===== src/rtl/snoop_coherence_ctrl.sv =====
`default_nettype none
// ============================================================================
//  Module   : snoop_coherence_ctrl
//  Brief    : Direct-mapped MSI/MESI coherence controller for one private
//             cache. Services local CPU requests and bus snoops, and issues
//             bus requests and write-backs over valid/ready handshakes.
//  Revision : 1.0 - initial release
// ============================================================================
module snoop_coherence_ctrl #(
    parameter int NUM_LINES = 4,
    parameter int ADDR_W    = 6,
    parameter int MESI_EN   = 0
) (
    input  logic                   clock,
    input  logic                   resetn,
    input  logic                   cpu_valid,
    input  logic                   cpu_write,
    input  logic [ADDR_W-1:0]      cpu_addr,
    output logic                   cpu_ready,
    input  logic                   snoop_valid,
    input  logic [1:0]             snoop_op,
    input  logic [ADDR_W-1:0]      snoop_addr,
    output logic                   snoop_ready,
    output logic                   bus_req_valid,
    output logic [1:0]             bus_req_op,
    output logic [ADDR_W-1:0]      bus_req_addr,
    input  logic                   bus_req_ready,
    input  logic                   bus_shared,
    output logic                   wb_valid,
    output logic [ADDR_W-1:0]      wb_addr,
    input  logic                   wb_ready,
    output logic [2*NUM_LINES-1:0] line_state
);

    localparam int IDX_W = $clog2(NUM_LINES);
    localparam int TAG_W = ADDR_W - IDX_W;

    localparam logic [1:0] c_st_i = 2'b00;
    localparam logic [1:0] c_st_m = 2'b01;
    localparam logic [1:0] c_st_s = 2'b10;
    localparam logic [1:0] c_st_e = 2'b11;

    localparam logic [1:0] c_op_rm  = 2'b00;
    localparam logic [1:0] c_op_inv = 2'b01;
    localparam logic [1:0] c_op_wm  = 2'b10;
    localparam logic [1:0] c_op_nop = 2'b11;

    typedef enum logic [1:0] {
        S_IDLE     = 2'd0,
        S_WB_WAIT  = 2'd1,
        S_REQ_WAIT = 2'd2
    } fsm_t;

    fsm_t              r_fsm, w_fsm_nxt;

    logic [1:0]        r_line [NUM_LINES];
    logic [TAG_W-1:0]  r_tag  [NUM_LINES];

    logic              r_bus_req_valid, w_bus_req_valid_nxt;
    logic [1:0]        r_bus_req_op,    w_bus_req_op_nxt;
    logic [ADDR_W-1:0] r_bus_req_addr,  w_bus_req_addr_nxt;
    logic              r_wb_valid,      w_wb_valid_nxt;
    logic [ADDR_W-1:0] r_wb_addr,       w_wb_addr_nxt;

    // Miss request parked behind a victim write-back
    logic              r_pend_req,  w_pend_req_nxt;
    logic [1:0]        r_pend_op,   w_pend_op_nxt;
    logic [ADDR_W-1:0] r_pend_addr, w_pend_addr_nxt;

    // Single write port into the tag/state array
    logic              w_line_we;
    logic              w_tag_we;
    logic [IDX_W-1:0]  w_wr_idx;
    logic [1:0]        w_line_val;
    logic [TAG_W-1:0]  w_tag_val;

    logic [IDX_W-1:0]  w_snp_idx, w_cpu_idx, w_req_idx;
    logic [TAG_W-1:0]  w_snp_tag, w_cpu_tag, w_req_tag;
    logic [1:0]        w_snp_st, w_cpu_st;
    logic              w_snp_hit, w_cpu_hit;

    assign w_snp_idx = snoop_addr[IDX_W-1:0];
    assign w_snp_tag = snoop_addr[ADDR_W-1:IDX_W];
    assign w_cpu_idx = cpu_addr[IDX_W-1:0];
    assign w_cpu_tag = cpu_addr[ADDR_W-1:IDX_W];
    assign w_req_idx = r_bus_req_addr[IDX_W-1:0];
    assign w_req_tag = r_bus_req_addr[ADDR_W-1:IDX_W];

    assign w_snp_st  = r_line[w_snp_idx];
    assign w_cpu_st  = r_line[w_cpu_idx];
    assign w_snp_hit = (w_snp_st != c_st_i) && (r_tag[w_snp_idx] == w_snp_tag);
    assign w_cpu_hit = (w_cpu_st != c_st_i) && (r_tag[w_cpu_idx] == w_cpu_tag);

    // Snoops win over the CPU whenever both arrive in the same idle cycle
    assign snoop_ready = (r_fsm == S_IDLE);
    assign cpu_ready   = (r_fsm == S_IDLE) && !snoop_valid;

    assign bus_req_valid = r_bus_req_valid;
    assign bus_req_op    = r_bus_req_op;
    assign bus_req_addr  = r_bus_req_addr;
    assign wb_valid      = r_wb_valid;
    assign wb_addr       = r_wb_addr;

    generate
        for (genvar gi = 0; gi < NUM_LINES; gi++) begin : g_line_state
            assign line_state[2*gi +: 2] = r_line[gi];
        end
    endgenerate

    // Next-state, handshake outputs and array update selection
    always_comb begin
        w_fsm_nxt           = r_fsm;
        w_bus_req_valid_nxt = r_bus_req_valid;
        w_bus_req_op_nxt    = r_bus_req_op;
        w_bus_req_addr_nxt  = r_bus_req_addr;
        w_wb_valid_nxt      = r_wb_valid;
        w_wb_addr_nxt       = r_wb_addr;
        w_pend_req_nxt      = r_pend_req;
        w_pend_op_nxt       = r_pend_op;
        w_pend_addr_nxt     = r_pend_addr;
        w_line_we           = 1'b0;
        w_tag_we            = 1'b0;
        w_wr_idx            = '0;
        w_line_val          = c_st_i;
        w_tag_val           = '0;

        case (r_fsm)
            S_IDLE: begin
                if (snoop_valid) begin
                    if (w_snp_hit && (snoop_op != c_op_nop)) begin
                        w_wr_idx   = w_snp_idx;
                        w_line_we  = 1'b1;
                        w_line_val = (snoop_op == c_op_rm) ? c_st_s : c_st_i;
                        // Only dirty data leaves the cache, and not on a pure invalidate
                        if ((w_snp_st == c_st_m) && (snoop_op != c_op_inv)) begin
                            w_wb_valid_nxt = 1'b1;
                            w_wb_addr_nxt  = snoop_addr;
                            w_pend_req_nxt = 1'b0;
                            w_fsm_nxt      = S_WB_WAIT;
                        end
                    end
                end else if (cpu_valid) begin
                    if (w_cpu_hit) begin
                        if (cpu_write && (w_cpu_st == c_st_e)) begin
                            w_wr_idx   = w_cpu_idx;
                            w_line_we  = 1'b1;
                            w_line_val = c_st_m;
                        end else if (cpu_write && (w_cpu_st == c_st_s)) begin
                            w_bus_req_valid_nxt = 1'b1;
                            w_bus_req_op_nxt    = c_op_inv;
                            w_bus_req_addr_nxt  = cpu_addr;
                            w_fsm_nxt           = S_REQ_WAIT;
                        end
                    end else if (w_cpu_st == c_st_m) begin
                        // Dirty victim must reach memory before the refill request
                        w_wb_valid_nxt  = 1'b1;
                        w_wb_addr_nxt   = {r_tag[w_cpu_idx], w_cpu_idx};
                        w_pend_req_nxt  = 1'b1;
                        w_pend_op_nxt   = cpu_write ? c_op_wm : c_op_rm;
                        w_pend_addr_nxt = cpu_addr;
                        w_fsm_nxt       = S_WB_WAIT;
                    end else begin
                        w_bus_req_valid_nxt = 1'b1;
                        w_bus_req_op_nxt    = cpu_write ? c_op_wm : c_op_rm;
                        w_bus_req_addr_nxt  = cpu_addr;
                        w_fsm_nxt           = S_REQ_WAIT;
                    end
                end
            end

            S_WB_WAIT: begin
                if (wb_ready) begin
                    w_wb_valid_nxt = 1'b0;
                    if (r_pend_req) begin
                        w_bus_req_valid_nxt = 1'b1;
                        w_bus_req_op_nxt    = r_pend_op;
                        w_bus_req_addr_nxt  = r_pend_addr;
                        w_pend_req_nxt      = 1'b0;
                        w_fsm_nxt           = S_REQ_WAIT;
                    end else begin
                        w_fsm_nxt = S_IDLE;
                    end
                end
            end

            S_REQ_WAIT: begin
                if (bus_req_ready) begin
                    w_bus_req_valid_nxt = 1'b0;
                    w_wr_idx            = w_req_idx;
                    w_tag_val           = w_req_tag;
                    w_line_we           = 1'b1;
                    case (r_bus_req_op)
                        c_op_inv: w_line_val = c_st_m;
                        c_op_wm: begin
                            w_tag_we   = 1'b1;
                            w_line_val = c_st_m;
                        end
                        default: begin
                            w_tag_we   = 1'b1;
                            w_line_val = ((MESI_EN != 0) && !bus_shared) ? c_st_e : c_st_s;
                        end
                    endcase
                    w_fsm_nxt = S_IDLE;
                end
            end

            default: w_fsm_nxt = S_IDLE;
        endcase
    end

    // Controller state register
    always_ff @(posedge clock or negedge resetn) begin
        if (!resetn) r_fsm <= S_IDLE;
        else         r_fsm <= w_fsm_nxt;
    end

    // Registered handshake outputs and parked miss request
    always_ff @(posedge clock or negedge resetn) begin
        if (!resetn) begin
            r_bus_req_valid <= 1'b0;
            r_bus_req_op    <= 2'b00;
            r_bus_req_addr  <= '0;
            r_wb_valid      <= 1'b0;
            r_wb_addr       <= '0;
            r_pend_req      <= 1'b0;
            r_pend_op       <= 2'b00;
            r_pend_addr     <= '0;
        end else begin
            r_bus_req_valid <= w_bus_req_valid_nxt;
            r_bus_req_op    <= w_bus_req_op_nxt;
            r_bus_req_addr  <= w_bus_req_addr_nxt;
            r_wb_valid      <= w_wb_valid_nxt;
            r_wb_addr       <= w_wb_addr_nxt;
            r_pend_req      <= w_pend_req_nxt;
            r_pend_op       <= w_pend_op_nxt;
            r_pend_addr     <= w_pend_addr_nxt;
        end
    end

    // Tag/state array update
    always_ff @(posedge clock or negedge resetn) begin
        if (!resetn) begin
            for (int i = 0; i < NUM_LINES; i++) begin
                r_line[i] <= c_st_i;
                r_tag[i]  <= '0;
            end
        end else begin
            if (w_line_we) r_line[w_wr_idx] <= w_line_val;
            if (w_tag_we)  r_tag[w_wr_idx]  <= w_tag_val;
        end
    end

endmodule
`default_nettype wire


===== config.mk =====
export PLATFORM = sky130hd
export DESIGN_NAME = snoop_coherence_ctrl
export DESIGN_NICKNAME = d
export VERILOG_FILES = /design/src/rtl/snoop_coherence_ctrl.sv
export SDC_FILE = /design/constraint.sdc
export NUM_CORES = 1
export LEC_CHECK = 0
export ABC_AREA = 1
export CORE_MARGIN = 2
export CORE_UTILIZATION = 56
export CTS_BUF_LIST = sky130_fd_sc_hd__clkbuf_8
export DETAILED_ROUTE_END_ITERATION = 7
export GPL_TIMING_DRIVEN = 0
export HOLD_SLACK_MARGIN = 0.03
export PLACE_DENSITY = 0.9
export REMOVE_ABC_BUFFERS = 1
export SLEW_MARGIN = 10
export SYNTH_ARGS = -nofsm -noshare
export SYNTH_HDL_FRONTEND = slang
export SYNTH_SLANG_ARGS = --single-unit

===== constraint.sdc =====
create_clock -name clock -period 2.43 [get_ports clock]
set_input_delay 0.486 -clock clock [delete_from_list [all_inputs] [get_ports clock]]
set_output_delay 0.486 -clock clock [all_outputs]
set_load 0.005 [all_outputs]

; ---- Word level (Yosys, flattened, before mapping)
; Cells that the tools add are included.
[word_totals]
reg_bits = 51
output_inout_bits = 26
input_bits = 22
[op_classes]
n_reduce_logical = 24
bitwise_logic = 5
magnitude_cmp = 4
eq_ne = 30
mux = 105
[op_table]
columns = cell, count
row1 = 2-to-1 mux 6 bit, 14
row2 = 2-to-1 mux 2 bit, 36
row3 = 2-to-1 mux 1 bit, 31
row4 = 2-to-1 mux 4 bit, 7
row5 = binary-select mux 4 bit (select 2 bit), 2
row6 = bitwise mux 16 bit, 1
row7 = inequality test 2 bit (second input constant), 7
row8 = AND reduction 7 bit, 2
row9 = inequality test 3 x 2 -> 1 bit (second input constant), 4
row10 = inequality test 3 bit (second input constant), 4
row11 = case mux 2 bit (2 select lines), 3
row12 = case mux 6 bit (2 select lines), 1
row13 = nonzero test 2 bit, 5
row14 = >= comparator 3 bit (second input constant), 3
row15 = NOT 2 -> 3 bit, 3
row16 = AND reduction 9 bit, 1
row17 = binary-select mux 2 bit (select 2 bit), 2
row18 = bitwise mux 8 bit, 1
row19 = demux 4 bit (select 2 bit), 1
row20 = == test 2 x 1 -> 1 bit (second input constant), 4
row21 = == test 2 bit (second input constant), 4
row22 = == test 4 bit, 2
row23 = logical AND 1 bit, 8
row24 = AND reduction 8 bit, 1
row25 = other kinds (15), 21

; ---- Depth between registers and ports, before layout
; Gate-level depths: netlist of run 1.
[logic_depth]
depth_word = 17
mapped_depth = 16
depth_no_buf = 15

; ---- Least setup slack after synthesis of run 1
; OpenSTA, ideal clock, no wires.
[synth_path]
kind = input-to-reg
startpoint = in snoop_addr[1]
endpoint = reg r_wb_addr[0] (netlist: wb_addr[0])
path_stages = 12
required_ps = 2309
t_arrival_ps = 1795
n_path_buf = 2
slack_ps = 514
cell_sequence = buf_2 -> inv_1 -> nand3_1 -> nand3_1 -> nand2_1 -> nor2_1 -> nand3_1 -> nand2_1 -> nand4_2 -> buf_4 -> nand2_1 -> o21ai_2
[synth_between]
elab_chain_len = 9
[synth_lines]
columns = element, line
row1 = from (decl), 22  ; input logic [ADDR_W-1:0] snoop_addr,
row2 = NOT 2 -> 3 bit (not written as such) *, "89, 91"
row3 = binary-select mux 4 bit (select 2 bit) / binary-select mux 2 bit (select 2 bit) (equally long branches), "91, 89"
row4 = 2-to-1 mux 4 bit (not written as such) / 2-to-1 mux 2 bit (equally long branches) (2 in a row), "91, 89"
row5 = == test 4 bit / nonzero test 2 bit (equally long branches), 91  ; assign w_snp_hit = (w_snp_st != c_st_i) && (r_tag[w_snp_idx] == w_snp_tag);
row6 = logical AND 1 bit, 91
row7 = logical AND 1 bit, 130  ; if (w_snp_hit && (snoop_op != c_op_nop)) begin
row8 = inequality test 2 x 1 -> 1 bit (no line), n/a
row9 = AND reduction 6 bit (no line) *, n/a
row10 = to (signal assigned), 233  ; r_wb_addr <= w_wb_addr_nxt;
row11 = to (decl), 63  ; logic [ADDR_W-1:0] r_wb_addr, w_wb_addr_nxt;
; Every way passes the cells marked *; elsewhere a longest branch is shown, timed or not. The select of a mux whose other input is x is not followed.
; A chain may end at the register's enable or synchronous reset.

; ---- Worst setup path in the final report of run 1
[layout_path]
startpoint = in snoop_valid
endpoint = out cpu_ready
[layout_between]
elab_chain_len = 2
[layout_lines]
columns = element, line
row1 = from (decl), 20  ; input logic snoop_valid,
row2 = zero test 1 bit, 96  ; assign cpu_ready = (r_fsm == S_IDLE) && !snoop_valid;
row3 = logical AND 1 bit, 96
row4 = to (decl), 19  ; output logic cpu_ready,
; No other way between the ends.

==> results.toml, run 1 <==
[status]
outcome = "complete, no violations"

[global_route]
antenna_found_initial = 0
gr-total-overflow = 0
grt_usage = 0.276
grt_pass1_vias = 2792
grt_pass1_wl_mm = 13.3
grt_max_degree = 29

[setup_path]
crit_path_start_kind = "primary input"
slowest_delay_ns = 0.61
r2r_slack_ns = 0.36
r2r_start = "r_fsm[0]"
path_delay_family = "buffers and inverters"
r2r-end = "bus_req_addr[2]"
cp_slowest_cell = "clkdlybuf4s50_1"
path_max_fanout = 9
path_cells = "clkdlybuf4s50_1, nor2_1, clkdlybuf4s50_1"
critPathCaptureType = "output pin"
ff2ff_path_depth = 10
critical_path_arrival_ns = 1.86
cpMostUsedCell = "clkdlybuf4s50_1"
worstPathRequired_ns = 1.94
critPathBufInv = 2
crit_type = "in2out"

[logic_synthesis]
synth_async_sr_flop_share = 1.00
mappedNetlistArea_um2 = 3110
synthCells = 433
synthTopCellsByCount = "nand2_1, dfrtp_1, nand3_1"
synth.most_common_cell = "nand2_1"
avgSynthCellArea_um2 = 7.19
yosys-top-cells-area = "dfrtp_1, nand2_1, nand3_1, inv_1, nand4_1"
synth_top_area_share = 0.402
synth_flop_cell = "dfrtp_1"
synth_warnings = 0
synth-seq-cells = 50
ys_seq_area_frac = 0.402
synth_top_area_cell = "dfrtp_1"
ys_types = 31
synth_edf_count = 0

[die]
top_level_ports = 48
dieHeight_um = 78.5
die-area_um2 = 6170
rows = 27
core_area_um2 = 5440
die_w_um = 78.5
start_util = 0.572

[flow_run]
maxCapViolations = 0

[timing]
rsz0062_at_grt = "false"
maxSlewHeadroom = 0.478
slew_viol_final = 0
clock_skew_ns = 0.00814
fin_crit_sh = 0.966
timing.fmax_mhz = 426
min_period_ns = 2.35
setup_slack_ns = 0.0834
hold_violations = 0
timing.hold.ws_ns = 0.155
setup_viol = 0
tightest_slew_ns = 0.782

[clocking]
tritoncts = "built"
cts_made_buffers = 5
clockBufferDepth = 2
root_buffer = "clkbuf_8"
postCtsHoldBufs = 0
clock-sinks = 50
clk_pin_slew_ns = 0.09
clk_latency_ns = 0.30
h-tree-depth = 2

[detailed_routing]
drt-initial-drc-count = 325
via_per_inst = 5.61
routedWlPerCell_um = 14.9
vias = 3050
routed_wl_mm = 8.11
drc = 0
drtAntennaViolNets = 0
dr.pass1.iters = 5

[power]
swShare = 0.413
power_uw = 3470
ir_drop_mv = 0.616
power.leakage_uw = 0.00177
clkPwrFrac = 0.131
power.density_nw_per_um2 = 943
intPower_uw = 2040
sequentialPowerShare = 0.411
switching_power_uw = 1430
comb_power_share = 0.458

[cells_and_area]
fin_nets = 495
area_growth_pct = 18.1
antenna_cells = 0
fillers = 480
drive_gt1_frac = 0.121

[place]
dp_hpwl_mm = 6.04
io_buffer_count = 46
gp_congestion = 0.946
post-place-ws_ns = -0.886

[min_path]
hp-class = "in2async"
==> logic make-up (layout without fill, tap and decap cells) <==
logic type / Yosys count / in the layout / synth area share
DFF: 50 / 50 / 0.402
buffers and inverters: 51 / 90 / 0.0800
adders and majority gates: 1 / 1 / 0.00402
AOI/OAI and AO/OA: 48 / 48 / 0.0929
and+or+nand+nor: 283 / 283 / 0.421
==> worst max path at each step <==
stage                 to   startpoint  slack [ns]  cells after the start
2_1_floorplan   r_tag[4]  cpu_addr[0]        0.51                     14
3_3_place_gp   r_tag[13]  cpu_addr[0]       -0.83                     16
3_5_place_dp    r_tag[9]  cpu_addr[0]       -0.89                     16
4_1_cts         r_tag[9]  cpu_addr[1]        0.05                     15
5_1_grt        cpu_ready  snoop_valid       0.002                      3
6_report       cpu_ready  snoop_valid        0.08                      3
==> state kept, by name, summed over array words and instances, names as in the netlist, 2 cells and up <==
name	count
line_state	8
r_pend_addr	6
r_fsm	2
wb_addr	6
bus_req_addr	6
bus_req_op	2
r_tag	16
==> placed cells by master (no fill, tap or decap), types with 7 or more instances in the layout <==
master,instances
inv_1,29
nand2_2,7
o21ai_2,10
nand2_1,174
nand3_1,47
o21ai_0,18
clkdlybuf4s50_1,41
dfrtp_1,50
o21ai_1,14
nand4_1,16
nor2_1,14
==> final cells by class <==
cell class	instances	area, µm²	share of cell area
Tap cell	72	90.1	0.0245
Inverter	36	159	0.0432
Timing Repair Buffer	47	463	0.126
Sequential cell	50	1250	0.340
Clock inverter	2	7.51	0.00204
Multi-Input combinational cell	332	1640	0.445
Clock buffer	5	68.8	0.0187
==> repair_timing <==
action                     in CTS  in global routing
setup endpoints to repair      50                 34
setup buffers                   0                  0
pin swaps                       0                  0
gates resized for setup        13                 16
==> per-stage QoR <==
| stage | utilization | instance area (µm²) | instances | TNS [ns] |
|---|---|---|---|---|
| 5_1_grt | 0.676 | 3680 | 544 | 0 |
| 6_report | 0.676 | 3680 | 544 | 0 |
| 2_1_floorplan | - | 3010 | 418 | 0 |
| 3_3_place_gp | 0.654 | 3560 | 536 | -56.17 |
| 4_1_cts | 0.674 | 3670 | 544 | 0 |
| 3_5_place_dp | 0.657 | 3570 | 537 | -33.78 |
==> metal layers <==
layer / wire, µm / global-route usage / up-vias
li1: - / - / 1482
met1: 3470 / 0.369 / 1410
met2: 3900 / 0.451 / 137
met3: 582 / 0.0540 / 21
met4: 156 / 0.0930 / 0
met5: 0 / 0 / -
==> power groups by stage <==
| stage | combinational [µW] | sequential (µW) | clock [µW] |
|---|---|---|---|
| 4_1_cts | 1580 | 1420 | 461 |
| 2_1_floorplan | 908 | 1380 | 0 |
| 6_report | 1590 | 1430 | 454 |
| 5_1_grt | 1770 | 1470 | 499 |
| 3_5_place_dp | 1560 | 1430 | 0 |
| 3_3_place_gp | 1500 | 1420 | 0 |
No activity file was read; power rests on OpenSTA's default activity.
==> run 2: changes to the inputs <==
Settings changed: RECOVER_POWER from default to 50.
==> run 2 against run 1 <==
Wire length fell by 0.28%. Highest routed layer unchanged. Global-route usage unchanged. Core utilization shrank 0.30 points. Fmax about the same.
==> results.toml, run 2 (synthesis results as in run 1) <==
[status]
outcome = "complete, no violations"

[cells_and_area]
final_cell_mix = "nand2_1, dfrtp_1, nand3_1, inv_1, clkdlybuf4s50_1"
fin_nets = 495
area_growth_pct = 17.6
antenna_cells = 0
stdcell_count = 544
final_common_cell = "nand2_1"
largest_reg_flops = 16
drive_gt1_frac = 0.119
final_util = 0.673
top_register = "r_tag"
fillers = 483

[clocking]
tritoncts = "built"
clk_pin_slew_ns = 0.09
clockBufferDepth = 2
root_buffer = "clkbuf_8"
h-tree-depth = 2
clk_latency_ns = 0.30
clock-sinks = 50
cts_made_buffers = 5

[detailed_routing]
routedWlPerCell_um = 14.9
vias = 3068
drc = 0
drt-initial-drc-count = 312
dr.pass1.iters = 5
via_per_inst = 5.64
routed_wl_mm = 8.09
drtAntennaViolNets = 0

[setup_path]
path_cells = "clkdlybuf4s50_1, nor2_1, clkdlybuf4s50_1"
crit_path_start_kind = "primary input"
critPathBufInv = 2
crit_type = "in2out"
path_max_fanout = 9
slowest_delay_ns = 0.61
path_delay_family = "buffers and inverters"
worstPathRequired_ns = 1.94
critical_path_arrival_ns = 1.86
cp_slowest_cell = "clkdlybuf4s50_1"
cpMostUsedCell = "clkdlybuf4s50_1"
critPathCaptureType = "output pin"

[global_route]
grt_max_degree = 29
met3_usage = 0.0540
grt_use_met1 = 0.369
grt_pass1_wl_mm = 13.3
grt_pass1_vias = 2792
gr-total-overflow = 0
antenna_found_initial = 0
top_usage_layer = "met2"
grt_usage = 0.276
grt_use_met2 = 0.451

[timing]
min_period_ns = 2.35
slew_viol_final = 0
fin_crit_sh = 0.966
clock_skew_ns = 0.00761
tightest_slew_ns = 1.18
hold_violations = 0
maxSlewHeadroom = 0.211
rsz0062_at_grt = "false"
setup_viol = 0
timing.fmax_mhz = 426

[die]
die_w_um = 78.5
rows = 27
die-area_um2 = 6170
top_level_ports = 48
dieHeight_um = 78.5
start_util = 0.572
core_area_um2 = 5440

[power]
power.density_nw_per_um2 = 935
ir_drop_mv = 0.616
power.leakage_uw = 0.00178

[place]
io_buffer_count = 46
gp_congestion = 0.946
dp_hpwl_mm = 6.04
dp_cells = 537

[flow_run]
maxCapViolations = 0

[min_path]
hp-class = "in2async"
==> run 2: metrics by stage <==
stage / TNS (ns) / instance area, µm² / hold WS (ns) / worst slack (ns) / power [µW]
floorplan: 0 / 3010 / 0.190 / 0.510 / 2290
global placement: -56.17 / 3560 / 0.453 / -0.827 / 2920
detailed placement: -33.78 / 3570 / 0.467 / -0.886 / 2990
CTS: 0 / 3670 / 0.168 / 0.0507 / 3450
global route: 0 / 3660 / 0.499 / 0.00198 / 3690
finish: 0 / 3660 / 0.399 / 0.0824 / 3420
==> run 2: per-layer routing <==
layer	vias up	part of all wire
met5	-	0
met4	0	0.019
met3	24	0.075
met2	141	0.48
met1	1418	0.42
li1	1485	-
==> run 2: what timing repair did <==
| action | in CTS | in global routing |
|---|---|---|
| hold buffers | 0 | 0 |
| buffers inserted | 0 | 0 |
| resized for setup | 13 | 16 |
| endpoints found under the setup margin | 50 | 34 |
==> run 2: final timing paths <==
check	from	to	slack, ns	cells after the start
max	snoop_valid	cpu_ready	0.08	3
max reg2reg	r_fsm[0]	bus_req_addr[2]	0.36	10
min in group clock	bus_req_valid	bus_req_valid	0.48	2
min reg2reg	bus_req_valid	bus_req_valid	0.48	2
max in group asynchronous	resetn	bus_req_addr[3]	0.74	2
min	resetn	wb_addr[5]	0.40	1
==> run 2: area by class of cell <==
cell class | instances | area [µm²] | area share
Inverter | 36 | 159 | 0.0434
Timing Repair Buffer | 47 | 447 | 0.122
Tap cell | 72 | 90.1 | 0.0246
Multi-Input combinational cell | 332 | 1640 | 0.447
Clock inverter | 2 | 7.51 | 0.00205
Clock buffer | 5 | 68.8 | 0.0188
Sequential cell | 50 | 1250 | 0.342
==> run 2: power breakdown <==
group | internal (µW) | switching [µW]
logic | 660 | 887
registers | 1150 | 272
clock network | 191 | 266
total | 2000 | 1420
==> patch (settings of run 1) <==
Reset style: synchronous (`resetn`), changed in 3 clocked blocks.
--- a/src/rtl/snoop_coherence_ctrl.sv
+++ b/src/rtl/snoop_coherence_ctrl.sv
@@ -209,13 +209,13 @@
     end
 
     // Controller state register
-    always_ff @(posedge clock or negedge resetn) begin
+    always_ff @(posedge clock) begin
         if (!resetn) r_fsm <= S_IDLE;
         else         r_fsm <= w_fsm_nxt;
     end
 
     // Registered handshake outputs and parked miss request
-    always_ff @(posedge clock or negedge resetn) begin
+    always_ff @(posedge clock) begin
         if (!resetn) begin
             r_bus_req_valid <= 1'b0;
             r_bus_req_op    <= 2'b00;
@@ -238,7 +238,7 @@
     end
 
     // Tag/state array update
-    always_ff @(posedge clock or negedge resetn) begin
+    always_ff @(posedge clock) begin
         if (!resetn) begin
             for (int i = 0; i < NUM_LINES; i++) begin
                 r_line[i] <= c_st_i;
Behaviour: differs if resetn is asserted again (counterexample within 4 cycles, from zero or initial values and one cycle with resetn low); with resetn held inactive, the same outputs for 4 cycles.
==> patch against run 1 <==
Sequential cell count unchanged; design area down 3.8%; largest cell class unchanged; worst setup slack better by 0.021 ns; synthesized area down 5.1%; wire length down 1.1%; critical path type is now in2reg; clock skew down 0.00065 ns.
Power is not compared: it rests on default switching activity, and its combinational part moved more than twofold at a synthesized area within 25%.
==> patch: results (changes against run 1) <==
Seq/Total Area, Yosys: 42.0% (+1.8 points)
syn_area_per_cell: 7.03 um^2 (-2.1%)
status: finished clean
cts bufs inserted: 5 (unchanged)
slowest cell delay on critical path: 0.56 ns (-0.05 ns)
Synthesis Warnings: 0 (unchanged)
total global routing track utilization: 28.0% (+0.38 points)
number of global-route vias before repair: 2756 (-1.3%)
Setup WS pre-CTS: -1.19 ns (-0.301 ns)
Critical-path top delay cell: clkdlybuf4s50_1
antenna diode count: 0 (unchanged)
HP Class: reg2reg
worst-skew pair later-pin latency: 0.30 ns (about the same)
via count: 3016 (-1.1%)
critical path arrival: 2.34 ns (+0.48 ns)
gpl congestion: 0.939 (-0.75%)
dpl hpwl: 5980 um (-0.97%)
Synth Flop Type: dfxtp_1
Wirelength per Cell: 15.1 um (+1.5%)
post-synthesis cell type count: 29 (-6.5%)
initial antenna violation count: 0 (unchanged)
layout cell share with drive strength beyond 1: 9.57% (-2.5 points)
Top Registers: r_tag: 16 flops, r_line: 8 flops
Port Buffers: 46 (unchanged)
async set-reset flop share out of synthesis: 0% (-100 points)
nets@finish: 482 (-2.6%)
H-Tree Depth: 2 (unchanged)
EDFF count, synth: 24 (+24)
largest cells by area after synthesis: edfxtp_1 (24%), nand2_1 (18%), dfxtp_1 (18%)
Initial DRC Count: 409 (+26%)
pin count of the biggest net entering global routing: 25 (-14%)
Worst VDD drop: 0.425 mV
crit path max fanout: 6 (-3)
dpl cell area: 0.00341 mm^2 (-4.4%)
first-pass GRT wire length: 13100 um (-1.5%)
Worst-path clk slew: 0.09 ns (about the same)
final setup fails: 0 (unchanged)
Fin Clk Skew: 0.00749 ns (-0.000650 ns)
post_cts resized: 26 (+13)
Post-synth top cells: nand2_1 (141), nor2_1 (45), nand3_1 (38), inv_1 (31), dfxtp_1 (26)
# placed instances: 521 (-3.0%)
Leak Pwr: 1.44 nW
root buffer cell: clkbuf_8
Slew @ Worst Pin: 0.561 ns (-0.221 ns)
DRT Pass-1 Iters: 6 (+1)
setup bufs post-CTS: 1 (+1)
CTS Buffer Depth: 2 (unchanged)
Finished Layout Cells: 530 (-2.6%)
Largest delay share family, worst path: simple AND/OR/NAND/NOR gates
patch: cell count changes in the layout (fill, tap and decap cells not counted), sizes merged, moves of 3 or more:
| cell | delta |
|---|---|
| a21oi | +19 |
| clkbuf | +3 |
| dfrtp | -50 |
| dfxtp | +26 |
| edfxtp | +24 |
| nand2 | -38 |
| nand3 | -8 |
| nand3b | +5 |
| nand4 | -9 |
| nor2 | +30 |
| nor3 | +4 |
| o21ai | -17 |
patch: cell families (layout without fill, tap and decap cells):
| family | Yosys count | after routing | share of synthesized area (%) |
|---|---|---|---|
| adders and majority gates | 1 | 1 | 0.423 |
| AOI/OAI and AO/OA | 52 | 52 | 9.40 |
| buffers and inverters | 50 | 90 | 7.45 |
| and+or+nand+nor | 267 | 267 | 40.7 |
| DFF | 50 | 50 | 42.0 |
patch: final timing paths:
path / from / end / slack [ns] / depth (start not counted)
min: r_pend_addr[0] / r_pend_addr[0] / 0.46 / 2
min reg2reg: r_pend_addr[0] / r_pend_addr[0] / 0.46 / 2
max reg2reg: r_fsm[1] / r_tag[0][3] / 0.17 / 7
max: cpu_addr[4] / r_line[2][1] / 0.10 / 12
patch: where the power goes:
group          internal, W  switching [W]
Combinational     0.000188       0.000312
Sequential        0.000932      0.0000316
Clock             0.000226       0.000271
patch: layout make-up:
| cell class | count | area, um^2 |
|---|---|---|
| clock buffer | 6 | 82.6 |
| clock inverter | 2 | 8.76 |
| fill | 475 | 1570 |
| inverter | 35 | 144 |
| multi-input combinational | 320 | 1530 |
| sequential | 50 | 1240 |
| tap | 70 | 87.6 |
| timing repair buffer | 47 | 448 |
patch: routing by layer:
metal	global-route usage, %	part of all wire (%)	vias to the layer above
met1	35.5	40	1380
met4	10.9	3.4	0
met3	6.04	8.5	32
met5	0	0	-
li1	-	-	1447
met2	46.7	48	157
